===== src/rtl/if_pc_sequencer.sv =====
// Fetch-stage PC owner: sequences fetch requests, applies EX branch redirects and buffers one
// fetched instruction toward IF/ID. Define IF_MISALIGN_TRAP_EN to trap on misaligned targets.
module if_pc_sequencer #(
    parameter int unsigned      XLEN        = 64,
    parameter logic [XLEN-1:0]  RESET_PC    = '0,
    parameter int unsigned      INSTR_BYTES = 4
) (
    input  logic            clk,
    input  logic            reset,
    input  logic            stall,
    input  logic            br_taken,
    input  logic [XLEN-1:0] br_pc,
    input  logic [XLEN-1:0] br_imm,
    output logic            imem_req,
    output logic [XLEN-1:0] imem_addr,
    input  logic            imem_ready,
    input  logic [31:0]     imem_rdata,
    output logic            ifid_valid,
    output logic [XLEN-1:0] ifid_pc,
    output logic [31:0]     ifid_instr,
    input  logic            ifid_ready,
    output logic            flush_out,
    output logic            misalign
);

    localparam logic [1:0] ST_BOOT  = 2'd0;
    localparam logic [1:0] ST_RUN   = 2'd1;
    localparam logic [1:0] ST_REDIR = 2'd2;
`ifdef IF_MISALIGN_TRAP_EN
    localparam logic [1:0] ST_TRAP  = 2'd3;
`endif

    logic [1:0]      state;
    logic [1:0]      state_nxt;
    logic [XLEN-1:0] pc;
    logic [XLEN-1:0] pc_nxt;
    logic [XLEN-1:0] target;
    logic            ifid_valid_nxt;
    logic [XLEN-1:0] ifid_pc_nxt;
    logic [31:0]     ifid_instr_nxt;
    logic            flush_nxt;
    logic            redirect;
    logic            accept;

    // Halfword-scaled immediate; carry out of XLEN is dropped.
    assign target    = br_pc + (br_imm << 1);
    assign imem_req  = ~reset & (state == ST_RUN) & ~stall & ~br_taken & (~ifid_valid | ifid_ready);
    assign imem_addr = pc;
    assign accept    = imem_req & imem_ready;

`ifdef IF_MISALIGN_TRAP_EN
    assign redirect = br_taken & (state != ST_TRAP);
`else
    assign redirect = br_taken;
`endif

    // Next-state and next-value logic for all sequencer registers.
    always_comb begin
        state_nxt      = state;
        pc_nxt         = pc;
        ifid_valid_nxt = ifid_valid;
        ifid_pc_nxt    = ifid_pc;
        ifid_instr_nxt = ifid_instr;
        flush_nxt      = 1'b0;

        case (state)
            ST_BOOT:  state_nxt = ST_RUN;
            ST_RUN:   state_nxt = ST_RUN;
            ST_REDIR: state_nxt = ST_RUN;
            default:  state_nxt = state;
        endcase

        if (redirect) begin
            state_nxt      = ST_REDIR;
            pc_nxt         = target;
            ifid_valid_nxt = 1'b0;
            flush_nxt      = 1'b1;
`ifdef IF_MISALIGN_TRAP_EN
            if (target[1:0] != 2'b00) begin
                state_nxt = ST_TRAP;
            end
`endif
        end else if (accept) begin
            pc_nxt         = pc + XLEN'(INSTR_BYTES);
            ifid_valid_nxt = 1'b1;
            ifid_pc_nxt    = pc;
            ifid_instr_nxt = imem_rdata;
        end else if (ifid_valid & ifid_ready) begin
            ifid_valid_nxt = 1'b0;
        end
    end

    always_ff @(posedge clk) begin
        if (reset) begin
            state      <= ST_BOOT;
            pc         <= RESET_PC;
            ifid_valid <= 1'b0;
            ifid_pc    <= '0;
            ifid_instr <= '0;
            flush_out  <= 1'b0;
        end else begin
            state      <= state_nxt;
            pc         <= pc_nxt;
            ifid_valid <= ifid_valid_nxt;
            ifid_pc    <= ifid_pc_nxt;
            ifid_instr <= ifid_instr_nxt;
            flush_out  <= flush_nxt;
        end
    end

`ifdef IF_MISALIGN_TRAP_EN
    // Sticky trap flag; only reset clears it.
    always_ff @(posedge clk) begin
        if (reset) begin
            misalign <= 1'b0;
        end else if (redirect && (target[1:0] != 2'b00)) begin
            misalign <= 1'b1;
        end
    end
`else
    assign misalign = 1'b0;
`endif

endmodule

===== config.mk =====
export PLATFORM = sky130hd
export DESIGN_NAME = if_pc_sequencer
export DESIGN_NICKNAME = d
export VERILOG_FILES = /design/src/rtl/if_pc_sequencer.sv
export SDC_FILE = /design/constraint.sdc
export NUM_CORES = 1
export LEC_CHECK = 0
export ABC_CLOCK_PERIOD_IN_PS = 6890
export CELL_PAD_IN_SITES_DETAIL_PLACEMENT = 0
export CELL_PAD_IN_SITES_GLOBAL_PLACEMENT = 2
export CORE_ASPECT_RATIO = 0.8
export CORE_UTILIZATION = 28
export CTS_CLUSTER_DIAMETER = 120
export DETAILED_ROUTE_END_ITERATION = 12
export PLACE_DENSITY = 0.86
export SYNTH_ARGS = -nofsm -noshare
export SYNTH_HDL_FRONTEND = slang
export SYNTH_SLANG_ARGS = --single-unit

===== constraint.sdc =====
create_clock -name clk -period 6.89 [get_ports clk]
set_input_delay 1.378 -clock clk [delete_from_list [all_inputs] [get_ports clk]]
set_output_delay 1.378 -clock clk [all_outputs]
set_load 0.05 [all_outputs]

==> metrics.md <==
| Metric | Value |
|---|---|
| Status | complete, no violations |
| Hold/Removal Path Class | flop to flop |
| Sink Count | 164 |
| Vias per inst | 4.98 |
| Initial Util | 28.8% |
| Leakage | 5.19 nW |
| Core area | 0.0352 sq mm |
| Mapped Nets | 1571 |
| WHS Path Cells | 2 |
| ANT cells | 0 |
| Crit Path Category | input pin to flop |
| Critical Path, Cell by Cell | clkdlybuf4s50_1, ha_1, inv_1, fa_1, nor2b_1, o2111ai_2, a21oi_1, o31a_1, nor3_2, o21ai_1, a32o_1, a21boi_2, o21ai_2, a31o_1, nor4b_1, nor3_1 |
| Drt first pass iters | 5 |
| Finished Core Util | 40.7% |
| Cell Rows | 61 |
| Max_slew headroom | 38.3% |
| Cells after synthesis | 1341 |
| Ys flop type | dfxtp_1 |
| Max cap viols | 0 |
| Worst vdd ir | 0.158 mV |
| Num CTS Buffers | 17 |
| Routability cong. | 0.876 |
| Syn Area/Cell | 7.57 sq um |
| CP Capture Type | flop |
| Final Worst Setup Slack | 2.19 ns |
| DP HPWL | 29100 microns |
| Synthesis-stage register bit count | 164 |
| Die area | 0.0370 sq mm |
| Post-CTS setup buffer count | 0 |
| Initial antenna violation count | 0 |
| Layout area overhead | 41.2% |
| Wire per inst | 17.6 microns |
| Port Buffer Count | 327 |
| RSZ-0062 raised after global routing | false |
| Number of synthesized flops with an enable pin | 0 |
| Largest net degree at the start of global routing | 82 |
| Slowest-stage cell, CP | clkdlybuf4s50_1 |
| Routed WL | 37200 microns |
| Synth Cell Area | 0.0101 sq mm |
| Worst hold slack | 0.451 ns |
| Post-CTS sizing | 0 |
| Area share of the largest cell type after synthesis | 32.4% |
| PD cells | 195 mW/mm^2 |
| Fmax achieved | 213 MHz |
| Top post-synthesis cells by area | dfxtp_1 32%, nand2_1 10%, a21oi_1 9.4% |
| Path depth of the worst reg2reg path | 10 |
| Cell taking the most area after synthesis | dfxtp_1 |
| Die H | 172 microns |
| Cts hold-fix bufs | 0 |
| Final #Nets | 1851 |
| Slew of the pin with the lowest slew margin | 0.925 ns |
| Synth cell types | 75 |
| Number of global-route vias before repair | 9998 |
| IO Pins | 330 |
| Post-DRT Antenna Nets | 0 |
| Worst Skew | 0.0173 ns |
| DRC violations left | 0 |
| Top cells by count, synth | 273 x nand2_1, 191 x a21oi_1, 164 x dfxtp_1 |
| Share of cells above drive strength 1 | 4.22% |
| Die Width | 215 microns |
| Setup-failing EPs final | 0 |
| Register clock-pin slew on the reported worst setup and hold paths | 0.07 ns |
| Detailed-route via count | 10500 |
| Worst slack, placed | 1.80 ns |
| First-pass GRT wire length | 56900 microns |
| Fin Setup TNS | 0 ns |
| GRT Overall Usage | 19.6% |
| Minimum clock period | 4.70 ns |
| Yosys Warn Count | 0 |
| Initial drt markers | 707 |
| # fillers | 3670 |
| Register area share after synthesis | 32.4% |
| Critical Path RT | 7.20 ns |
| Ys async rst share | 0% |
| CTS tree | yes |
| Max-slew violations | 0 |
| Root buf cell | clkbuf_16 |
| Critical Path Start Type | input pin |
| CTS max path bufs | 2 |
| Worst skew pair latency | 0.43 ns |
| CP arrival | 5.00 ns |
| Period utilization | 68.2% |
| Crit-path max cell delay | 0.47 ns |
| Max FO, Critical Path | 4 |
| Endpoints failing hold | 0 |
| H-tree levels | 4 |
| GRT overflow | 0 |
| Count leader, synth | nand2_1 |
[final cells by class]
| cell class | instances | area (sq um) | share of cell area, % |
|---|---|---|---|
| multi-input combinational | 1079 | 6490 | 45.3 |
| tap | 472 | 591 | 4.12 |
| inverter | 22 | 82.6 | 0.576 |
| clock buffer | 20 | 447 | 3.12 |
| timing repair buffer | 337 | 3340 | 23.3 |
| sequential | 164 | 3280 | 22.9 |
| clock inverter | 12 | 96.3 | 0.672 |
[per-stage QoR]
| stage | area (sq um) | total power [mW] | std cells |
|---|---|---|---|
| 2_1_floorplan | 10100 | 1.58 | 1341 |
| 5_1_grt | 14300 | 2.94 | 2106 |
| 3_5_place_dp | 13800 | 1.91 | 2074 |
| 4_1_cts | 14300 | 2.83 | 2106 |
| 3_3_place_gp | 13800 | 1.91 | 2074 |
| 6_report | 14300 | 2.80 | 2106 |
[power by group]
| group | switching, mW | internal (mW) | total, mW | leakage, nW |
|---|---|---|---|---|
| Clock | 0.425 | 0.478 | 0.903 | 0.260 |
| Sequential | 0.0715 | 0.991 | 1.06 | 1.34 |
| Combinational | 0.487 | 0.342 | 0.829 | 3.60 |
| Total | 0.984 | 1.81 | 2.80 | 5.19 |
[registers in the layout, indices dropped and copies added (netlist names)]
register / count
ifid_instr: 32
ifid_valid: 1
imem_addr: 64
state: 2
ifid_pc: 64
flush_out: 1
[critical path, delay by kind of cell]
family,cells,cell delay [ns]
AOI/OAI and AO/OA,8,1.87
and+or+nand+nor,4,0.67
buffers and inverters,2,0.52
adders and majority gates,2,0.56
[path summary, 6_finish.rpt]
kind                             startpoint                    endpoint  slack [ns]
setup / recovery                  br_imm[0]  imem_addr[63]$_SDFFE_PP0N_        2.19
hold reg to reg    ifid_pc[41]$_SDFFE_PP0P_    ifid_pc[41]$_SDFFE_PP0P_        0.45
hold / removal     ifid_pc[41]$_SDFFE_PP0P_    ifid_pc[41]$_SDFFE_PP0P_        0.45
setup reg to reg  imem_addr[9]$_SDFFE_PP0N_  imem_addr[57]$_SDFFE_PP0N_        3.34
[cells in the final DEF (no fill, tap or decap), types with 5 or more instances in the layout]
| cell | instances |
|---|---|
| clkdlybuf4s50_1 | 325 |
| nand2_1 | 273 |
| a21oi_1 | 191 |
| dfxtp_1 | 164 |
| nor2_1 | 92 |
| ha_1 | 63 |
| xnor2_1 | 55 |
| xor2_1 | 43 |
| o21ai_0 | 39 |
| a21o_1 | 34 |
| nand3_1 | 32 |
| a211oi_1 | 31 |
| nand4_1 | 25 |
| inv_1 | 20 |
| nor3_1 | 18 |
| clkbuf_16 | 17 |
| and3_1 | 16 |
| o22ai_1 | 16 |
| a31oi_1 | 13 |
| o21bai_1 | 11 |
| buf_4 | 11 |
| nand2b_1 | 9 |
| nor2b_1 | 7 |
| o21a_1 | 6 |
| and4_1 | 6 |
| o221ai_1 | 6 |
| a2111oi_0 | 6 |
| and2_1 | 5 |
[metal layers]
| layer | up-vias | share of wire, % | wire [microns] | global-route usage (%) |
|---|---|---|---|---|
| met2 | 289 | 42 | 15500 | 29.0 |
| met3 | 37 | 5.4 | 2020 | 3.48 |
| li1 | 5298 | - | - | - |
| met1 | 4862 | 51 | 19000 | 28.9 |
| met5 | - | 0 | 0 | 0 |
| met4 | 0 | 1.6 | 601 | 5.12 |
[cell families after synthesis]
logic type | count (synthesis) | synth area share, %
fa+ha+maj | 64 | 7.97
simple gates | 511 | 22.5
buf+inv | 98 | 3.77
xor+xnor | 98 | 8.46
flops | 164 | 32.4
compound gates | 401 | 24.6
mux | 4 | 0.395
other cells | 1 | 0.0370
Power figures use the tool's default switching activity.
